## config.mk

```make
export PLATFORM = sky130hd
export DESIGN_NAME = vga_timing_gen
export DESIGN_NICKNAME = d
export VERILOG_FILES = /design/src/rtl/vga_timing_pkg.sv /design/src/rtl/vga_axis_counter.sv /design/src/rtl/vga_timing_gen.sv
export SDC_FILE = /design/constraint.sdc
export NUM_CORES = 1
export LEC_CHECK = 0
export BUFFER_PORTS_ARGS = -buffer_cell sky130_fd_sc_hd__buf_2
export CORE_ASPECT_RATIO = 1.4
export CORE_UTILIZATION = 48
export DETAILED_ROUTE_END_ITERATION = 10
export PLACE_DENSITY = 0.75
export SLEW_MARGIN = 40
export SYNTH_ARGS = -nofsm -noshare
export SYNTH_HDL_FRONTEND = slang
export SYNTH_SLANG_ARGS = --single-unit
```

## constraint.sdc

```tcl
create_clock -name clk -period 1.5 [get_ports clk]
set_input_delay 0.375 -clock clk [delete_from_list [all_inputs] [get_ports clk]]
set_output_delay 0.375 -clock clk [all_outputs]
set_load 0.01 [all_outputs]
```

## src/rtl/vga_timing_pkg.sv

```systemverilog
// Shared VGA timing constants and helpers.
// Defaults describe 640x480@60 (800x525 total).
package vga_timing_pkg;

  localparam int H_ACTIVE_DEF = 640;
  localparam int H_FP_DEF     = 16;
  localparam int H_SYNC_DEF   = 96;
  localparam int H_BP_DEF     = 48;

  localparam int V_ACTIVE_DEF = 480;
  localparam int V_FP_DEF     = 10;
  localparam int V_SYNC_DEF   = 2;
  localparam int V_BP_DEF     = 33;

  localparam bit SYNC_ACTIVE_LOW  = 1'b0;
  localparam bit SYNC_ACTIVE_HIGH = 1'b1;

  localparam int CW_DEF = 10;

  function automatic int calc_total(
    input int active,
    input int fp,
    input int sync,
    input int bp
  );
    return active + fp + sync + bp;
  endfunction

endpackage

```

## src/rtl/vga_axis_counter.sv

```systemverilog
// One raster axis: wrapping counter plus
// sync-window and active-region decode.
module vga_axis_counter
  import vga_timing_pkg::*;
#(
  parameter int ACTIVE = H_ACTIVE_DEF,
  parameter int FP     = H_FP_DEF,
  parameter int SYNC   = H_SYNC_DEF,
  parameter int BP     = H_BP_DEF,
  parameter int CW     = CW_DEF
) (
  input  logic          clk,
  input  logic          rst_n,
  input  logic          step,
  output logic [CW-1:0] count,
  output logic          wrap,
  output logic          sync_raw,
  output logic          active
);

  localparam int TOTAL = calc_total(ACTIVE, FP, SYNC, BP);

  localparam logic [CW-1:0] LAST    = CW'(TOTAL - 1);
  localparam logic [CW-1:0] ACT_END = CW'(ACTIVE);
  localparam logic [CW-1:0] SYN_LO  = CW'(ACTIVE + FP);
  localparam logic [CW-1:0] SYN_HI  = CW'(ACTIVE + FP + SYNC);

  logic [CW-1:0] count_q;
  logic [CW-1:0] count_d;

  // Next count: hold, increment, or wrap (also recovers out-of-range).
  always_comb begin
    count_d = count_q;
    if (step) begin
      if (count_q >= LAST) count_d = '0;
      else                 count_d = count_q + CW'(1);
    end
  end

  // Counter state register.
  always_ff @(posedge clk or negedge rst_n) begin
    if (!rst_n) count_q <= '0;
    else        count_q <= count_d;
  end

  assign count    = count_q;
  assign wrap     = step && (count_q == LAST);
  assign sync_raw = (count_q >= SYN_LO) && (count_q < SYN_HI);
  assign active   = count_q < ACT_END;

endmodule

```

## src/rtl/vga_timing_gen.sv

```systemverilog
// VGA raster timing generator (h/v counters, syncs, strobes).
// Define VGA_TIMING_OUT_REG_EN to register all outputs (1 clk lag).
module vga_timing_gen
  import vga_timing_pkg::*;
#(
  parameter int H_ACTIVE = H_ACTIVE_DEF,
  parameter int H_FP     = H_FP_DEF,
  parameter int H_SYNC   = H_SYNC_DEF,
  parameter int H_BP     = H_BP_DEF,
  parameter int V_ACTIVE = V_ACTIVE_DEF,
  parameter int V_FP     = V_FP_DEF,
  parameter int V_SYNC   = V_SYNC_DEF,
  parameter int V_BP     = V_BP_DEF,
  parameter bit SYNC_POL = SYNC_ACTIVE_LOW,
  parameter int CW       = CW_DEF
) (
  input  logic          clk,
  input  logic          rst_n,
  input  logic          pix_en,
  output logic [CW-1:0] h_count,
  output logic [CW-1:0] v_count,
  output logic          hsync,
  output logic          vsync,
  output logic          video_on,
  output logic          line_end,
  output logic          frame_end
);

  logic [CW-1:0] h_cnt;
  logic [CW-1:0] v_cnt;
  logic          h_wrap;
  logic          v_wrap;
  logic          h_sync_raw;
  logic          v_sync_raw;
  logic          h_act;
  logic          v_act;

  logic          hsync_d;
  logic          vsync_d;
  logic          video_on_d;

  vga_axis_counter #(
    .ACTIVE (H_ACTIVE),
    .FP     (H_FP),
    .SYNC   (H_SYNC),
    .BP     (H_BP),
    .CW     (CW)
  ) u_h (
    .clk      (clk),
    .rst_n    (rst_n),
    .step     (pix_en),
    .count    (h_cnt),
    .wrap     (h_wrap),
    .sync_raw (h_sync_raw),
    .active   (h_act)
  );

  // Vertical axis advances once per completed line.
  vga_axis_counter #(
    .ACTIVE (V_ACTIVE),
    .FP     (V_FP),
    .SYNC   (V_SYNC),
    .BP     (V_BP),
    .CW     (CW)
  ) u_v (
    .clk      (clk),
    .rst_n    (rst_n),
    .step     (h_wrap),
    .count    (v_cnt),
    .wrap     (v_wrap),
    .sync_raw (v_sync_raw),
    .active   (v_act)
  );

  assign hsync_d    = h_sync_raw ? SYNC_POL : ~SYNC_POL;
  assign vsync_d    = v_sync_raw ? SYNC_POL : ~SYNC_POL;
  assign video_on_d = h_act && v_act;

`ifdef VGA_TIMING_OUT_REG_EN

  logic [CW-1:0] h_count_q;
  logic [CW-1:0] v_count_q;
  logic          hsync_q;
  logic          vsync_q;
  logic          video_on_q;
  logic          line_end_q;
  logic          frame_end_q;

  // Single aligned output stage; every clk, not gated by pix_en.
  always_ff @(posedge clk or negedge rst_n) begin
    if (!rst_n) begin
      h_count_q   <= '0;
      v_count_q   <= '0;
      hsync_q     <= ~SYNC_POL;
      vsync_q     <= ~SYNC_POL;
      video_on_q  <= 1'b0;
      line_end_q  <= 1'b0;
      frame_end_q <= 1'b0;
    end else begin
      h_count_q   <= h_cnt;
      v_count_q   <= v_cnt;
      hsync_q     <= hsync_d;
      vsync_q     <= vsync_d;
      video_on_q  <= video_on_d;
      line_end_q  <= h_wrap;
      frame_end_q <= v_wrap;
    end
  end

  assign h_count   = h_count_q;
  assign v_count   = v_count_q;
  assign hsync     = hsync_q;
  assign vsync     = vsync_q;
  assign video_on  = video_on_q;
  assign line_end  = line_end_q;
  assign frame_end = frame_end_q;

`else

  assign h_count   = h_cnt;
  assign v_count   = v_cnt;
  assign hsync     = hsync_d;
  assign vsync     = vsync_d;
  assign video_on  = video_on_d;
  assign line_end  = h_wrap;
  assign frame_end = v_wrap;

`endif

endmodule

```

Word-level counts from Yosys, hierarchy flattened --
Cells that the tools add are included.
Word-level totals: flip-flop bits (word level) 20, bits of input ports 3, output and inout bits 25
Operators by class: muxes and demuxes 4, $add $sub $neg 2, reductions and logical operators 5, magnitude comparators 8, eq/ne operators 2
Operators by type and width (count):
- 10-bit >= comparator (second input constant) | 3
- 10-bit by 1-bit adder with 10-bit output (second input constant) | 2
- 10-bit == test (second input constant) | 2
- 10-bit less-than comparator (second input constant) | 2
- 10-bit by 9-bit less-than comparator with 1-bit output (second input constant) | 2
- 10-bit two-way mux | 2
- 10-bit by 9-bit >= comparator with 1-bit output (second input constant) | 1
- 1-bit logical AND | 5
- 1-bit two-way mux | 2

Longest topological paths before layout --
Gate-level depths: netlist of the first run.
word-level depth 3, mapped depth 6

Hierarchy --
From an unflattened synthesis of the first run, not the netlist that was laid out.
Unflattened totals: cell total of the unflattened synthesis 136, area total of the unflattened synthesis 1198.6 µm²
Modules (own cells, without submodules):
- vga_axis_counter (u_v) | cells an instance 65, area each 605.6 µm², sequential area each 250.2 µm², times used 1
- vga_axis_counter (u_h) | cells an instance 68, area each 579.3 µm², sequential area each 250.2 µm², times used 1
- vga_timing_gen | cells an instance 3, area each 13.8 µm², sequential area each 0.0 µm², times used 1

Worst setup path after synthesis of the first run --
OpenSTA, ideal clock, no wires.
kind register -> output, start point register u_h.count_q[0] (netlist: u_h.count[0]), end point output frame_end, arrival 1494 ps, stages on the path, launching flop included 5, slack -369 ps, path buffers 0, required time 1125 ps, path through dfrtp_1 -> ha_1 -> and3_2 -> nand4_4 -> nor4_1
On the way: longest elaborated chain between the ends 3
Ends and longest elaborated chain:
- start: declaration | line vga_axis_counter.sv:28 | logic [CW-1:0] count_q;
- start signal: assignment | line vga_axis_counter.sv:43 | else count_q <= count_d;
- 10-bit == test | line vga_axis_counter.sv:47 | assign wrap = step && (count_q == LAST);
- 1-bit logical AND (2 in a row) | line vga_axis_counter.sv:47
- end: declaration | line vga_timing_gen.sv:26 | output logic frame_end
No other way between the ends.

Worst setup path in the final report of the first run --
start point register u_v.count_q[7] (netlist: u_v.count[7]), end point output frame_end
On the way: longest elaborated chain between the ends 2
Ends and longest elaborated chain (line):
- start: declaration | vga_axis_counter.sv:28
- start signal: assignment | vga_axis_counter.sv:43
- 10-bit == test | vga_axis_counter.sv:47
- 1-bit logical AND | vga_axis_counter.sv:47
No other way between the ends.

==> results of run 1 <==
## state kept, by name, summed over array words and instances (netlist names)
register,flops
u_h.count,10
u_v.count,10
## routing by layer
metal | global-route usage (%) | vias to the layer above
met5 | 0 | -
li1 | - | 628
met2 | 51.3 | 54
met3 | 3.49 | 21
met1 | 36.3 | 703
met4 | 16.7 | 0
## path summary, 6_finish.rpt
check	start	end
hold reg to reg	u_v.count[2]$_DFFE_PN0P_	u_v.count[2]$_DFFE_PN0P_
hold / removal	rst_n	u_h.count[3]$_DFFE_PN0P_
setup / recovery	u_v.count[7]$_DFFE_PN0P_	frame_end
setup reg to reg	u_h.count[7]$_DFFE_PN0P_	u_h.count[0]$_DFFE_PN0P_
min in group clk	pix_en	u_h.count[4]$_DFFE_PN0P_
max in group asynchronous	rst_n	u_h.count[2]$_DFFE_PN0P_
## power by group
| group | leakage, nW | total (mW) | internal, mW | switching, mW |
|---|---|---|---|---|
| clock | 0.0138 | 0.276 | 0.0942 | 0.182 |
| combinational | 0.706 | 0.659 | 0.310 | 0.350 |
| sequential | 0.265 | 0.660 | 0.602 | 0.0579 |
| total | 0.986 | 1.60 | 1.01 | 0.590 |
## metrics by stage
stage	util, %	setup WS [ps]	cell area (um2)	hold slack (ps)	cells
global route	83.3	-491	2010	16.5	240
detailed placement	67.5	-46.9	1630	351	217
global placement	67.5	-39.1	1630	347	217
CTS	76.3	-364	1840	0.0951	232
finish	83.3	-403	2010	-7.97	240
floorplan	-	-71.7	1270	79.4	132
## cell usage after synthesis
master	n	area (um2)
dfrtp_1	20	500
nand2_1	10	37.5
nor2_1	10	37.5
nand3_1	9	45.0
a22o_1	8	70.1
and3_1	7	43.8
o21ai_1	7	35.0
inv_1	6	22.5
o21ai_0	6	30.0
nor2b_1	5	31.3
nor3_1	5	25.0
ha_1	4	50.1
buf_2	3	15.0
nand4_1	3	18.8
a31oi_1	2	12.5
xnor2_1	2	17.5
xor2_1	2	17.5
a21o_1	1	7.51
a21oi_1	1	5.00
a31oi_4	1	21.3
and2_1	1	6.26
and2_4	1	8.76
and3_2	1	7.51
and3_4	1	11.3
buf_6	1	11.3
clkbuf_1	1	3.75
clkinv_4	1	8.76
mux2_2	1	11.3
mux2i_1	1	10.0
nand4_4	1	21.3
nor2_4	1	11.3
nor3_2	1	10.0
nor3_4	1	16.3
nor4_1	1	6.26
nor4b_1	1	8.76
o211ai_1	1	7.51
o21ai_2	1	8.76
o22ai_1	1	6.26
o311a_1	1	10.0
o311ai_2	1	16.3
## layout make-up
class                           instances  share of cell area, %
Sequential cell                        20                   24.8
Timing Repair Buffer                   75                   29.4
Tap cell                               34                   2.11
Multi-Input combinational cell        101                   40.8
Inverter                                7                   1.68
Clock buffer                            3                   1.12
## cells by family after synthesis
family                     after synthesis  share of synthesized area [%]
buffers and inverters                   12                           4.92
adders and majority gates                4                           4.02
AOI/OAI and AO/OA                       31                           18.5
and+or+nand+nor                         59                           27.8
muxes                                    2                           1.71
DFF                                     20                           40.2
xor gates and xnor gates                 4                           2.81
## critical path, delay by kind of cell (launching register included)
kind / cells / cell delay [ps]
and+or+nand+nor: 3 / 630
DFF: 1 / 420
buffers and inverters: 1 / 170
## timing repair
action | in CTS | in global routing
hold endpoints to repair | 0 | 0
cloned | 2 | 0
setup endpoints to repair | 19 | 27
setup buffers | 10 | 10
gates resized for setup | 25 | 31
pin swaps | 10 | 11
==> results.md, run 1 <==
- Worst Clk Skew: 9.18 ps
- # IOs: 28
- Final hold slack: -7.97 ps
- Die Width: about 45 um
- IO buf count: 27
- Final net count: about 220
- Post-DRT Antenna Nets: 0
- Final WS setup: -403 ps
- Critical path, cell by cell: nor3_2 -> nand2_1 -> nor4_4 -> buf_2
- Period utilisation layout: 127%
- Vias in the first global route: 1402
- GRT Util Overall: 30.6%
- Die area: 2800 um2
- Commonest non-fill, non-tap cell in the layout: buf_4
- Setup-failing EPs final: 27
- PD cells: approximately 790 nW/um2
- R2r worst-path depth: 7
- Failing checks: hold timing, setup timing
- Crit path max fanout: 2
- Sequential cell area: roughly 500 um2
- Routed vias: 1406
- Status: finished with violations
- Worst vdd ir: around 0.00064 V
- Final number of max-transition violations: 0
- Starting Density: 51.5%
- Num CTS Buffers: 3
- P_leak: 0.986 nW
- Synthesized Nets: 139
- # diodes: 0
- Post-DP HPWL: 2270 um
- Relative max-transition margin: 68.6%
- Post-Syn Area: 1240 um2
- R2R Setup Slk: -360 ps
- Die Y-Extent: 62.3 um
- Vias/cell: 5.86
- First-pass GRT wire length: 6430 um
- Fillers: approximately 160
- Synth cell types: 40
- CP Launch Type: flip-flop
- Per-cell routed wire length: between 15 and 20 um
- Commonest non-fill, non-tap cells in the layout: buf_4 (32), buf_6 (22), buf_2 (21)
- Met1 WL: 1630 um
- Placer Congestion: approximately 0.9
- Actual slew at the worst max-slew pin: between 400 and 500 ps
- Final Power: 1.60 mW
- CTS tree: done
- Syn avg cell area: 9.43 um2
- Required @ worst endpoint: 1120 ps
- Yosys Warn Count: 0
- Fin. Hold Viols: 10
- Site Rows: 21
- MaxCap Viol Count: 0
- DR top layer: met4
- Residual DRC: 0
- CP endpoint kind: output port
- Fin crit period: 1900 ps
- Register area share after synthesis: 40.2%
- Worst min path class: in2async
- Met3 WL: 134 um
- Clock buffer depth: 2
- CP max stage delay: between 400 and 500 ps
- GRT overflow: 0
- Multi-input logic area: 822 um2
- Met2 routed WL: 2500 um
- Area Growth Syn to Fin: 61.8%
- Setup TNS Final: -4550 ps
- RSZ-0062 raised after global routing: true
- F_max: 526 MHz
- Clock root cell: clkbuf_4
- Drt pass-1 iters: 4
- Crit Path Category: reg2out
- CTS Hold Bufs: 0
- CTS H-tree lvls: 1
- Slowest CP cell: dfrtp_1
- Starting DRC count in detailed routing: 49
- Syn Inst Count: 132
- WL final: 4460 um
- Worst-Skew Late Latency: 320 ps
- Largest net degree at the start of global routing: 21
- CP arrival: 1530 ps
- #FFs+latches synth: 20
- Clock sink total: 20
- Clk slew on worst S/H paths: roughly 120 ps
- Core area: 2420 um2
- Ratio of cells with drive above 1 in the final layout: 55.3%
- Initial antenna violation count: 0
Note: power is estimated with default switching activity, not from simulation.
==> inputs of run 2 (changes only) <==
Settings changed: CTS_CLUSTER_SIZE set to 24, PLACE_DENSITY 0.75 to 0.8.
==> run 2 against run 1 <==
- the run ends with setup timing left
- design area shrank 0.68%
- sequential cell count is the same
- non-clock buffer count decreased by 5
- die area unchanged
- largest cell class unchanged
- largest power group unchanged
==> results.md, run 2 (synthesis gave the netlist of run 1 again) <==
- Status: finished with violations
- Failing checks: setup timing
- Setup TNS Final: -3990 ps
- Largest net degree at the start of global routing: 21
- CP delay by family, top: simple AND/OR/NAND/NOR gates
- Setup-failing EPs final: 27
- F_max: 517 MHz
- Area Growth Syn to Fin: 60.7%
- CTS H-tree lvls: 1
- # IOs: 28
- Worst Clk Skew: 8.01 ps
- Site Rows: 21
- Fin crit period: 1930 ps
- Actual slew at the worst max-slew pin: 479 ps
- R2R Setup Slk: -220 ps
- Clk slew on worst S/H paths: 120 ps
- Required @ worst endpoint: around 1100 ps
- Ratio of cells with drive above 1 in the final layout: a little over half
- R2r worst-path depth: 7
- Die Y-Extent: ~62 um
- Worst vdd ir: 0.000751 V
- Final Power: 1.63 mW
- Clock root cell: clkbuf_4
- Vias in the first global route: 1365
- # diodes: 0
- Clock sink total: 20
- Initial antenna violation count: 0
- GRT overflow: 0
- Fillers: 141
- Drt pass-1 iters: 4
- WL final: 4560 um
- Routed vias: roughly 1400
- Multi-input logic area: 842 um2
- P_leak: 0.949 nW
- Placer Congestion: around 0.86
- Starting DRC count in detailed routing: 33
- CP max stage delay: 440 ps
- PD cells: 815 nW/um2
- CTS Hold Bufs: 0
- Critical path, cell by cell: nor3_2 -> nand2_2 -> nor4_4 -> buf_2
- DP Cell Count: between 200 and 250
- Final net count: 210
- Crit path max fanout: 3
- CP endpoint kind: output port
- Core area: 2420 um2
- CTS tree: done
- Final number of max-transition violations: 0
- Post-DP HPWL: 2410 um
- Reg2reg end: u_v.count[5]$_DFFE_PN0P_
- Worst-Skew Late Latency: 310 ps
- MaxCap Viol Count: 0
- Clock buffer depth: 2
- Die area: 2800 um2
- Per-cell routed wire length: about 19 um
- Crit Path Category: reg2out
- CP arrival: 1560 ps
- IO buf count: 27
- CP Launch Type: flip-flop
- Final WS setup: -434 ps
- Post-Route Utilization: 82.8%
- R2R Path Start: u_h.count[8]$_DFFE_PN0P_
- Vias/cell: around 6
- Post-DRT Antenna Nets: 0
- Period utilisation layout: 129%
- Worst min path class: in2async
- Residual DRC: 0
- GRT Util Overall: ~29%
- Commonest non-fill, non-tap cell in the layout: buf_4
- Die Width: 45.0 um
- Relative max-transition margin: between 60% and 70%
- Fin cells: 236
- Sequential cell area: between 500 and 600 um2
- Commonest non-fill, non-tap cells in the layout: buf_4 (30), buf_2 (22), dfrtp_1 (19)
- Slowest CP cell: dfrtp_1
- Num CTS Buffers: 3
- Fin. Hold Viols: 0
- Starting Density: just over 50%
- First-pass GRT wire length: around 6100 um
- CP bufs+invs: 1
- RSZ-0062 raised after global routing: true
==> run 2: worst reg2reg max path, stage by stage, from the launching register on <==
cell	delay, ps
dfrtp_1	510
and3_4	260
nand4_4	150
buf_4	180
clkinv_4	50
buf_6	120
o21ai_1	90
a22o_1	240
==> run 2: per-stage QoR <==
step,setup WS [ps],hold WS (ps),cell area (um2)
2_1_floorplan,-71.7,79.4,1270
4_1_cts,-403,6.01,1810
3_3_place_gp,-15.3,348,1620
5_1_grt,-499,14.8,2000
6_report,-434,4.77,2000
3_5_place_dp,-50.3,346,1620
==> run 2: final cells by class <==
class	instances	share of cell area, %
repair buffers	70	27.3
well taps	34	2.13
clock buffers	4	1.81
flip-flops and latches	20	25.1
inverters	7	1.56
multi-input cells	101	42.1
==> run 2: worst max path at each step <==
stage                                  start        end  slack, ps  depth (start not counted)
detailed placement  u_h.count[0]$_DFFE_PN0P_  frame_end        -50                          5
global placement    u_h.count[0]$_DFFE_PN0P_  frame_end        -20                          5
floorplan           u_h.count[1]$_DFFE_PN0P_  frame_end        -70                          4
CTS                 u_h.count[0]$_DFFE_PN0P_  frame_end       -400                          5
global route        u_h.count[0]$_DFFE_PN0P_  frame_end       -500                          5
finish              u_v.count[6]$_DFFE_PN0P_  frame_end       -430                          4
==> run 2: per-layer routing <==
metal	vias up	global-route usage [%]	share of wire, %
met5	-	0	0
met4	0	15.5	3.2
met3	18	3.78	4.7
met2	76	52.5	57
met1	699	31.3	36
li1	621	-	-
==> run 2: power breakdown <==
part	internal [mW]	switching (mW)
combinational	0.311	0.336
clock	0.148	0.174
sequential	0.605	0.0561
total	1.06	0.567
==> run 2: repair_timing <==
action                                  in CTS  in global routing
setup buffers                                7                  9
resized for setup                           23                 29
endpoints found under the setup margin      20                 27
pin swaps                                    9                 20
gates cloned                                 1                  0
